**src/rtl/imem_responder_if.sv**
```systemverilog
// Fetch-side request/response bundle for the instruction memory responder.
// Master is the fetch stage, slave is the responder.
interface imem_responder_if #(
  parameter int N = 64,
  parameter int W = 32
);
  logic         req_valid_F;
  logic [N-1:0] req_addr_F;
  logic         req_ready_F;
  logic         resp_valid_F;
  logic [W-1:0] resp_instr_F;
  logic         resp_fault_F;
  logic [1:0]   resp_cause_F;

  modport master (
    output req_valid_F,
    output req_addr_F,
    input  req_ready_F,
    input  resp_valid_F,
    input  resp_instr_F,
    input  resp_fault_F,
    input  resp_cause_F
  );

  modport slave (
    input  req_valid_F,
    input  req_addr_F,
    output req_ready_F,
    output resp_valid_F,
    output resp_instr_F,
    output resp_fault_F,
    output resp_cause_F
  );
endinterface

```
**src/rtl/imem_responder.sv**
```systemverilog
// Instruction memory responder: fixed-latency word fetch with
// misaligned / out-of-range fault reporting and a loader write port.
module imem_responder #(
  parameter int N     = 64,
  parameter int W     = 32,
  parameter int DEPTH = 64,
  parameter int LAT   = 2
) (
  input  logic                     clk,
  input  logic                     reset,
  imem_responder_if.slave          bus,
  input  logic                     prog_we,
  input  logic [$clog2(DEPTH)-1:0] prog_idx,
  input  logic [W-1:0]             prog_data,
  output logic                     busy
);

  localparam int AW = $clog2(DEPTH);
  localparam int CW = (LAT > 2) ? $clog2(LAT - 1) : 1;

  typedef enum logic [1:0] {
    IDLE,
    ACCESS,
    RESP
  } state_e;

  state_e        state_q, state_d;
  logic [CW-1:0] cnt_q, cnt_d;
  logic [AW-1:0] idx_q, idx_d;
  logic [W-1:0]  instr_q, instr_d;
  logic          fault_q, fault_d;
  logic [1:0]    cause_q, cause_d;
  logic          valid_q, valid_d;

  logic [W-1:0]  mem [DEPTH];

  logic          mis;
  logic          oor;
  logic [AW-1:0] req_idx;

  // Range check looks at every upper bit so high addresses never alias.
  assign mis     = |bus.req_addr_F[1:0];
  assign oor     = |(bus.req_addr_F >> (AW + 2));
  assign req_idx = bus.req_addr_F[AW+1:2];

  always_comb begin
    state_d = state_q;
    cnt_d   = cnt_q;
    idx_d   = idx_q;
    instr_d = instr_q;
    fault_d = fault_q;
    cause_d = cause_q;
    valid_d = 1'b0;
    unique case (state_q)
      IDLE: begin
        if (bus.req_valid_F) begin
          idx_d = req_idx;
          if (mis || oor) begin
            state_d = RESP;
            valid_d = 1'b1;
            fault_d = 1'b1;
            instr_d = '0;
            cause_d = mis ? 2'b01 : 2'b10;
          end else if (LAT == 1) begin
            state_d = RESP;
            valid_d = 1'b1;
            fault_d = 1'b0;
            cause_d = 2'b00;
            instr_d = mem[req_idx];
          end else begin
            state_d = ACCESS;
            cnt_d   = CW'(LAT > 1 ? LAT - 2 : 0);
          end
        end
      end
      ACCESS: begin
        if (cnt_q == '0) begin
          state_d = RESP;
          valid_d = 1'b1;
          fault_d = 1'b0;
          cause_d = 2'b00;
          instr_d = mem[idx_q];
        end else begin
          cnt_d = cnt_q - 1'b1;
        end
      end
      RESP: begin
        state_d = IDLE;
      end
      default: begin
        state_d = IDLE;
      end
    endcase
  end

  always_ff @(posedge clk) begin
    if (reset) begin
      state_q <= IDLE;
      cnt_q   <= '0;
      idx_q   <= '0;
      instr_q <= '0;
      fault_q <= 1'b0;
      cause_q <= 2'b00;
      valid_q <= 1'b0;
    end else begin
      state_q <= state_d;
      cnt_q   <= cnt_d;
      idx_q   <= idx_d;
      instr_q <= instr_d;
      fault_q <= fault_d;
      cause_q <= cause_d;
      valid_q <= valid_d;
    end
  end

  // Storage is not reset; a same-edge capture sees the old word.
  always_ff @(posedge clk) begin
    if (prog_we) begin
      mem[prog_idx] <= prog_data;
    end
  end

  assign bus.req_ready_F  = (state_q == IDLE);
  assign bus.resp_valid_F = valid_q;
  assign bus.resp_instr_F = instr_q;
  assign bus.resp_fault_F = fault_q;
  assign bus.resp_cause_F = cause_q;
  assign busy             = (state_q != IDLE);

endmodule

```
**src/flat_wrapper.sv**
```systemverilog
// flat-port wrapper written by rule: the top's interface ports become plain ports
module imem_responder_flat 
#(
  parameter int N     = 64,
  parameter int W     = 32,
  parameter int DEPTH = 64,
  parameter int LAT   = 2
)
  (clk, reset, prog_we, prog_idx, prog_data, busy, bus_req_valid_F, bus_req_addr_F, bus_req_ready_F, bus_resp_valid_F, bus_resp_instr_F, bus_resp_fault_F, bus_resp_cause_F);
  imem_responder_if #(.N(N), .W(W)) bus_i ();
  input  logic clk;
  input  logic reset;
  input  logic prog_we;
  input  logic [$clog2(DEPTH)-1:0] prog_idx;
  input  logic [W-1:0] prog_data;
  output logic busy;
  input wire logic [$bits(bus_i.req_valid_F)-1:0] bus_req_valid_F;
  input wire logic [$bits(bus_i.req_addr_F)-1:0] bus_req_addr_F;
  output wire logic [$bits(bus_i.req_ready_F)-1:0] bus_req_ready_F;
  output wire logic [$bits(bus_i.resp_valid_F)-1:0] bus_resp_valid_F;
  output wire logic [$bits(bus_i.resp_instr_F)-1:0] bus_resp_instr_F;
  output wire logic [$bits(bus_i.resp_fault_F)-1:0] bus_resp_fault_F;
  output wire logic [$bits(bus_i.resp_cause_F)-1:0] bus_resp_cause_F;
  assign bus_i.req_valid_F = bus_req_valid_F;
  assign bus_i.req_addr_F = bus_req_addr_F;
  assign bus_req_ready_F = bus_i.req_ready_F;
  assign bus_resp_valid_F = bus_i.resp_valid_F;
  assign bus_resp_instr_F = bus_i.resp_instr_F;
  assign bus_resp_fault_F = bus_i.resp_fault_F;
  assign bus_resp_cause_F = bus_i.resp_cause_F;
  imem_responder #(.N(N), .W(W), .DEPTH(DEPTH), .LAT(LAT)) u_core (.clk(clk), .reset(reset), .bus(bus_i), .prog_we(prog_we), .prog_idx(prog_idx), .prog_data(prog_data), .busy(busy));
endmodule
```
**config.mk**
```make
export PLATFORM = sky130hd
export DESIGN_NAME = imem_responder_flat
export DESIGN_NICKNAME = d
export VERILOG_FILES = /design/src/rtl/imem_responder_if.sv /design/src/rtl/imem_responder.sv /design/src/flat_wrapper.sv
export SDC_FILE = /design/constraint.sdc
export NUM_CORES = 2
export LEC_CHECK = 0
export CORE_MARGIN = 2
export CORE_UTILIZATION = 60
export CTS_BUF_LIST = sky130_fd_sc_hd__clkbuf_4 sky130_fd_sc_hd__clkbuf_8
export DETAILED_ROUTE_END_ITERATION = 16
export PLACE_DENSITY_LB_ADDON = 0.08
export SLEW_MARGIN = 20
export SYNTH_ARGS = -nofsm -noshare
export SYNTH_HDL_FRONTEND = slang
export SYNTH_SLANG_ARGS = --single-unit
```
**constraint.sdc**
```tcl
create_clock -name clk -period 9.3 [get_ports clk]
set_input_delay 2.325 -clock clk [delete_from_list [all_inputs] [get_ports clk]]
set_output_delay 2.325 -clock clk [all_outputs]
set_load 0.005 [all_outputs]
```
### Word level (Yosys, flattened, before mapping)

Memory sizes are Yosys's and may differ from the RTL's. A register that Yosys moved wholly into a read port is not among the register bits.
Cells that the tools add are included.

* memories kept: 1
* word-level logic and storage cells: 53
* flip-flop bits (word level): 45
* bits in writable memories: 2048

Memory list
* u_core.mem: words 64, width 32, rd ports 1, clocked after memory_dff 1, write ports 1, RTL line imem_responder.sv:35 `logic [W-1:0] mem [DEPTH];`

* equality and inequality tests: 5
* reduce and logical (&&, ||, !) cells: 10
* multiplexer cells: 29
* add/sub/neg operators: 1

Operator list (count)
* $mux 32: 3
* $pmux 32 s2: 1
* $reduce_or 56->1: 1
* $mux 2: 7
* $mux 6: 2
* $mux 1: 11
* $pmux 2 s2: 2
* $ne 2x2->1 const B: 3
* $pmux 1 s2: 3
* $reduce_and 2->1: 2
* $reduce_and 4->1: 1
* $reduce_bool 2->1: 2
* $reduce_and 3->1: 1
* $eq 2x1->1 const B: 1
* $logic_not 2->1: 1
* $ne 2x1->1 const B: 1
* $reduce_or 2->1: 1
* $logic_or 1x1->1: 1
* $sub 1x1->1 const B: 1

### Longest topological paths before layout

* word-level depth: 5
* gate-level depth with buffers: 11
* mapped depth without buffers: 6

### Least setup slack after synthesis

OpenSTA, ideal clock, no wires.

* kind: input -> register
* from: in prog_idx[5]
* to: mem u_core.mem[48][0] (enable)
* cell stages on the path: 4
* data required time: 8.839 ns
* path slack: 3.628 ns
* data arrival time: 5.211 ns
* path through: clkbuf_1 > nand3_1 > or3_1 > nor3_1

RTL lines
* start, declared: RTL line flat_wrapper.sv:14 `input logic [$clog2(DEPTH)-1:0] prog_idx;`
* end, declared: RTL line imem_responder.sv:35

No word-level cell before the write port.

### Worst setup path in the final report

* from: reg u_core.instr_q[14] (netlist: u_core.bus.resp_instr_F[14])
* to: out bus_resp_instr_F[14]

RTL lines
* start, declared: RTL line imem_responder.sv:30 `logic [W-1:0] instr_q, instr_d;`
* start signal, assigned: RTL line imem_responder.sv:109 `instr_q <= instr_d;`
* end, declared: RTL line flat_wrapper.sv:21 `output wire logic [$bits(bus_i.resp_instr_F)-1:0] bus_resp_instr_F;`

No word-level cell between the ends.

==> impl_metrics.json <==
{
  "status": "complete, no violations",
  "post_synth_num_cell_types": 52,
  "post-route-min-period_ns": 4.61,
  "port_buffers": 143,
  "grt_start_max_net_pins": 114,
  "timing.final.crit_share_pct": 49.6,
  "synth_area_leaders": "edfxtp_1, mux4_2, dfxtp_1",
  "dr.pass1.iters": 6,
  "rows": 133,
  "gp_congestion": 0.929,
  "slew_viol_final": 0,
  "crit_fanout": 2,
  "cts.sinks": 2098,
  "synthesis.area_um2": 79900,
  "vias_per_cell": 6.77,
  "die_area_um2": 136000,
  "drt_iter0_drc": 6127,
  "fillers": 8055,
  "cp.required_ns": 6.98,
  "worstSetupStartpointType": "flip-flop",
  "slew_headroom_pct": 24.7,
  "synthTopCellsByCount": "edfxtp_1, mux4_2, nor2_1",
  "rsz0062_at_grt": "no",
  "synth_compound_area_share_pct": 1.71,
  "drive_gt1_share_pct": 31.3,
  "power_mw": 19.1,
  "netlist_instances": 3458,
  "antenna_found_initial": 15,
  "r2r_slack_ns": 5.02,
  "ant_nets": 0,
  "htreeDepth": 5,
  "grt_overflow": 0,
  "synth.top_cell.area_share_pct": 76.9,
  "ys_ff_latch": 2098,
  "vias": 39900,
  "insertion_delay_ns": 1.03,
  "whs_path_depth": 2,
  "synthArstFlopShare_pct": 0,
  "grt_pass1_wl_um": 294000,
  "routed_wl_um": 210000,
  "postCtsHoldBufs": 0,
  "numCtsBuffers": 338,
  "total_leakage_power_nw": 27.7,
  "critPathCaptureType": "primary output",
  "hold_class": "flip-flop to flip-flop",
  "start_util_pct": 60.7,
  "r2r_cells": 7,
  "cts.path.max_buffers": 4,
  "cp_slowest_stage_delay_ns": 0.64,
  "power_density_nw_per_um2": 210,
  "path_cells": "clkdlybuf4s50_1",
  "hold_start": "u_core.idx_q[4]$_SDFFE_PP0P_",
  "final_nets": 3988,
  "critical_path_class": "flip-flop to primary output",
  "synth_top_cell_by_area": "edfxtp_1",
  "tightestPinTransition_ns": 1.13,
  "io_pins": 144,
  "synth_xor_area_share_pct": 0,
  "critPathSlowestCell": "dfxtp_1",
  "grt_pass1_vias": 39700,
  "grt_usage_pct": 31.3,
  "clk_pin_slew_worst_paths_ns": 0.06,
  "finalSetupViolations": 0,
  "syn-num-nets": 3564,
  "yosys_warnings": 0,
  "hpwl_um": 120000,
  "fin_tns_setup_ns": 0,
  "worst-path-buf-inv": 1,
  "critical_path.top_delay_family": "flip-flops",
  "routedWlPerCell_um": 35.7,
  "core_um2": 132000,
  "cap_viol_max_count": 0,
  "layout-area-overhead-vs-synth_pct": 13.4,
  "reg2reg_to": "u_core.bus.resp_instr_F[28]$_SDFFE_PP0P_",
  "synth_most_common_cell": "edfxtp_1",
  "die_h_um": 369,
  "cts-root-buf": "clkbuf_8",
  "die_x_um": 369,
  "synth_top_family_by_area": "multiplexers",
  "muxShareOfSynthArea_pct": 16.9,
  "synth_edf_count": 2048,
  "drc_errors": 0,
  "synthFlopType": "edfxtp_1",
  "critical_path_arrival_ns": 2.29,
  "yosys.area_share.simple_pct": 1.87,
  "syn_avg_cell_area_um2": 23.1,
  "fmax_mhz": 217,
  "cts.repair.resized": 0,
  "synth_adder_area_share_pct": 0,
  "ir_drop_uv": 192,
  "cts_tree": "done",
  "fin_skew_ns": 0.0480,
  "yosysSeqAreaShare_pct": 78.2,
  "cts_setup_buffers": 0,
  "hold_viol": 0
}
==> cells in the final DEF (no fill, tap or decap), types with 47 or more instances in the layout <==
cell             Yosys  routed
edfxtp_1          2048    2048
mux4_2             563     563
clkbuf_8             0     345
clkdlybuf4s50_1      0     111
clkbuf_4             0      99
clkinv_1             1      96
buf_4               49      91
nand2_1             87      87
mux2i_1             81      81
nor2_4               0      62
o22ai_1             47      47
==> state kept, by name, summed over array words and instances (netlist names), named ones only <==
name / cells
u_core.mem: 2048
u_core.bus.resp_cause_F: 2
u_core.state_q: 2
u_core.bus.resp_instr_F: 32
u_core.idx_q: 6
u_core.bus.resp_fault_F: 1
u_core.bus.resp_valid_F: 1
==> per-stage QoR <==
stage	worst slack (ns)	hold WS, ns	utilization [%]	std cells	instance area (um^2)
floorplan	3.63	0.436	-	3458	79900
global placement	3.73	0.438	63.5	5269	83700
detailed placement	3.68	0.445	63.7	5276	83900
CTS	4.65	0.451	68.5	5863	90200
global route	4.59	0.479	68.8	5885	90700
finish	4.69	0.445	68.8	5889	90700
==> report_power, final <==
group / internal, mW / switching, mW
Combinational: 0.377 / 0.655
Sequential: 10.4 / 0.0294
Clock: 4.08 / 3.49
==> layout make-up <==
type	count	area, um^2	share of cell area [%]
flip-flops and latches	2098	62500	68.9
repair buffers	268	2730	3.00
multi-input cells	1172	16900	18.6
clock inverters	143	838	0.924
clock buffers	444	5490	6.06
inverters	4	17.5	0.0193
well taps	1755	2200	2.42
diodes	5	12.5	0.0138
==> routing by layer <==
metal,up-vias,global-route usage (%),part of all wire (%)
met5,-,0,0
met4,0,12.1,3.8
met3,381,7.10,11
met2,2680,47.1,47
met1,21100,45.6,38
li1,15700,-,-
==> how the worst max path moves through the flow <==
stage                                  end                                     start  cells past startpoint  slack (ns)
6_report              bus_resp_instr_F[14]  u_core.bus.resp_instr_F[14]$_SDFFE_PP0P_                      1        4.69
5_1_grt               bus_resp_instr_F[10]  u_core.bus.resp_instr_F[10]$_SDFFE_PP0P_                      1        4.59
4_1_cts                bus_resp_instr_F[9]   u_core.bus.resp_instr_F[9]$_SDFFE_PP0P_                      1        4.65
3_5_place_dp    u_core.mem[5][9]$_DFFE_PP_                               prog_idx[2]                      4        3.68
3_3_place_gp   u_core.mem[13][6]$_DFFE_PP_                               prog_idx[2]                      4        3.73
2_1_floorplan  u_core.mem[48][0]$_DFFE_PP_                               prog_idx[5]                      4        3.63
==> logic make-up after synthesis <==
kind of cell | count (synthesis)
muxes | 649
and+or+nand+nor | 325
buffers and inverters | 188
AOI/OAI and AO/OA | 198
DFF | 2098
(Power assumes the default switching activity.)
